`src/rtl/seq_stream_checker_sat_counter.sv`:
```
// Saturating up-counter; a clear coincident with an increment leaves the count at 1.
module sat_counter #(
  parameter int unsigned WIDTH = 16
) (
  input  logic             clk,
  input  logic             rst,
  input  logic             inc,
  input  logic             clr,
  output logic [WIDTH-1:0] count
);

  always_ff @(posedge clk or posedge rst) begin
    if (rst) begin
      count <= '0;
    end else if (clr) begin
      count <= inc ? WIDTH'(1) : '0;
    end else if (inc && (count != '1)) begin
      count <= count + WIDTH'(1);
    end
  end

endmodule

```
`config.mk`:
```
export PLATFORM = sky130hd
export DESIGN_NAME = sat_counter
export DESIGN_NICKNAME = d
export VERILOG_FILES = /design/src/rtl/seq_stream_checker_sat_counter.sv
export SDC_FILE = /design/constraint.sdc
export NUM_CORES = 1
export LEC_CHECK = 0
export CORE_MARGIN = 1.5
export CORE_UTILIZATION = 50
export DETAILED_ROUTE_END_ITERATION = 6
export GPL_TIMING_DRIVEN = 0
export HOLD_SLACK_MARGIN = 0.05
export PLACE_DENSITY = 0.79
export SETUP_SLACK_MARGIN = 0.15
export SLEW_MARGIN = 20
export SYNTH_ARGS = -nofsm -noshare
export SYNTH_HDL_FRONTEND = slang
export SYNTH_SLANG_ARGS = --single-unit
```
`constraint.sdc`:
```
create_clock -name clk -period 4 [get_ports clk]
set_input_delay 1.2 -clock clk [delete_from_list [all_inputs] [get_ports clk]]
set_output_delay 1.2 -clock clk [all_outputs]
set_load 0.005 [all_outputs]
```
==> impl_results.md <==
* First-pass GRT wire length at 3310 um
* Biggest register: count
* Worst vdd ir at 0.231 mV
* Asr flop ratio synth at 1.00
* Worst Clk Skew at 9.70 ps
* Power density cells at 242 nW/um^2
* Total number of H-tree levels at 1
* Synthesized net count at 101
* RSZ-0062 raised after global routing: no
* Register clock-pin slew on the reported worst setup and hold paths at 100 ps
* Combinational Power Share at 0.101
* Min cycle time layout at 2600 ps
* Diodes inserted at 0
* Ys Warns at 0
* Vias per cell at 5.94
* Syn Std Cell Area at 925 um^2
* Mapped Avg Cell Area at 9.63 um^2
* Cell taking the most area after synthesis: dfrtp_1
* Buffers on Ports at 18
* Worst hold slack at 581 ps
* Sequential share of power at 0.601
* Yosys cell types at 31
* Min-delay worst type: flip-flop to flip-flop
* Worst setup SP type: input pin
* DP Wirelength at 1450 um
* Die Footprint at 2120 um^2
* Setup repair bufs after CTS at 0
* Crit-path max FO at 6
* Die height at 46.0 um
* Largest net degree at the start of global routing at 17
* # clock sinks at 16
* Slowest CP cell: clkdlybuf4s50_1
* Met1 GRT Util at 0.310
* Gr usage total at 0.216
* Die W at 46.0 um
* I/O pins at 20
* First-pass detailed-route iteration total at 4
* Max Root-Sink Buffers at 2
* Cts repair resizes at 0
* Clock power share at 0.298
* Largest cells by area after synthesis: dfrtp_1 43%, a21oi_1 6.0%, o31ai_1 4.9%, or4_1 4.1%, nand4_1 3.4%
* Max-Cap Viols at 0
* EDFF count, synth at 0
* Core Rows at 15
* Seq cells post-synth at 16
* Nets at 124
* DR WL/cell at 14.4 um
* Hold buffers post-CTS at 0
* Biggest regs: count x16
* WP data arrival at 2800 ps
* Post-route cell area at 1160 um^2
* Layout cells sized above 1 at 0.0769
* Initial Util at 0.536
* CP endpoint kind: flip-flop
* Sw frac at 0.241
* Sequential share of the synthesized area at 0.433
* Hold Violations, Final at 0
* TritonCTS buffer count at 3
* Most common library cells after synthesis: 16 x dfrtp_1, 11 x a21oi_1, 8 x nand2_1
* Drt initial violations at 33
* Relative slew slack at 0.593
* Via count at 843
* Core area at 1730 um^2
* Most crowded layer after global routing: met1
* Top-area cell type share of the netlist area at 0.433
* GRT met2 Usage at 0.308
* Final Power at 280 uW
* Final setup fails at 0
* Initial antenna violation count at 0
* TritonCTS clock tree: yes
* Area growth, synth to finish at 25.3%
* Setup TNS at 0 ps
* Number of flip-flops under the largest register name at 16
* GR Util met3 at 0.0278
* Leading cell type by number of instances after synthesis: dfrtp_1
* Crit Path Class: input pin to flip-flop
* Total grt overflow at 0
* Main synth FF type: dfrtp_1
* Tcrit/Tclk final at 0.650
* Critical Path Max Stage Delay at 620 ps
* Critical path, cell by cell: clkdlybuf4s50_1 > inv_1 > or3_4 > or3_1 > a21oi_1
* Outcome: finished clean
* Psw at 67.6 uW
* # DRC at 0
* FMAX at 0.385 GHz
* Slew @ Worst Pin at 611 ps
* Routed wire length at 2040 um
* Slew Viols, Final at 0
* Worst EP required at 4200 ps
* Clk Latency, worst-skew pair at 280 ps
* Static leakage at 0.000432 uW
* Clock Tree Root: clkbuf_4
* Pint at 212 uW
* GP Congestion at 0.829
* Routed Antenna Nets at 0
* Synth Instances at 96
* Placed cell area at 1140 um^2
* Vias in the first global route at 771
-- power groups by stage --
stage | clock [uW] | combinational [uW] | sequential [uW]
after detailed placement | 0 | 28.4 | 172
final | 83.5 | 28.2 | 168
after floorplan | 0 | 15.2 | 171
after CTS | 85.5 | 28.7 | 168
after global placement | 0 | 28.2 | 171
after global routing | 91.2 | 31.6 | 169
-- routing by layer --
layer	wire (um)	share of wire
met1	971	0.48
met2	946	0.46
met3	74	0.036
met4	48	0.024
met5	0	0
-- metrics by stage --
stage,utilization,setup slack [ps],std cells
floorplan,-,1840,96
global placement,0.658,1120,139
detailed placement,0.658,1120,139
CTS,0.671,1410,142
global route,0.671,1300,142
finish,0.671,1400,142
-- logic make-up after synthesis --
family,share of synthesized area
mux,0.0108
compound gates,0.207
xor+xnor,0.00947
buf+inv,0.0243
flops,0.433
simple gates,0.302
fa+ha+maj,0.0135
-- path summary, 6_finish.rpt --
| kind | start | to | slack [ps] | cells after the start |
|---|---|---|---|---|
| setup / recovery | inc | count[12]$_DFFE_PP0P_ | 1400 | 5 |
| hold / removal | count[15]$_DFFE_PP0P_ | count[15]$_DFFE_PP0P_ | 580 | 2 |
| setup reg to reg | count[0]$_DFFE_PP0P_ | count[1]$_DFFE_PP0P_ | 2130 | 5 |
| hold reg to reg | count[15]$_DFFE_PP0P_ | count[15]$_DFFE_PP0P_ | 580 | 2 |
| max in group asynchronous | rst | count[3]$_DFFE_PP0P_ | 2320 | 2 |
| min in group asynchronous | rst | count[0]$_DFFE_PP0P_ | 1270 | 2 |
-- cells in the final DEF (no fill, tap or decap), types with 2 or more instances in the layout --
master and instances:
or3_1 5, a211oi_1 2, nand2_1 8, nor2_1 3, clkbuf_4 3, or4_1 5, and4_1 2, a21oi_1 11
inv_1 4, dfrtp_1 16, and3_1 2, nand4_1 5, and2_1 2, o21ai_1 3, o31ai_1 6, o21ai_0 2
nor3_1 2, nand3_1 4, clkdlybuf4s50_1 18
-- final cells by class --
class | instances | area (um^2)
Inverter | 4 | 15.0
Sequential cell | 16 | 400
Buffer | 2 | 7.51
Multi-Input combinational cell | 74 | 502
Tap cell | 25 | 31.3
Clock buffer | 3 | 22.5
Timing Repair Buffer | 18 | 180
Fill cell | 157 | 568
-- worst max-delay path, delay by kind of cell --
family / cells / cell delay, ps
compound gates: 1 / 140
simple gates: 2 / 770
buf+inv: 2 / 690
No activity file was read; power rests on OpenSTA's default activity.
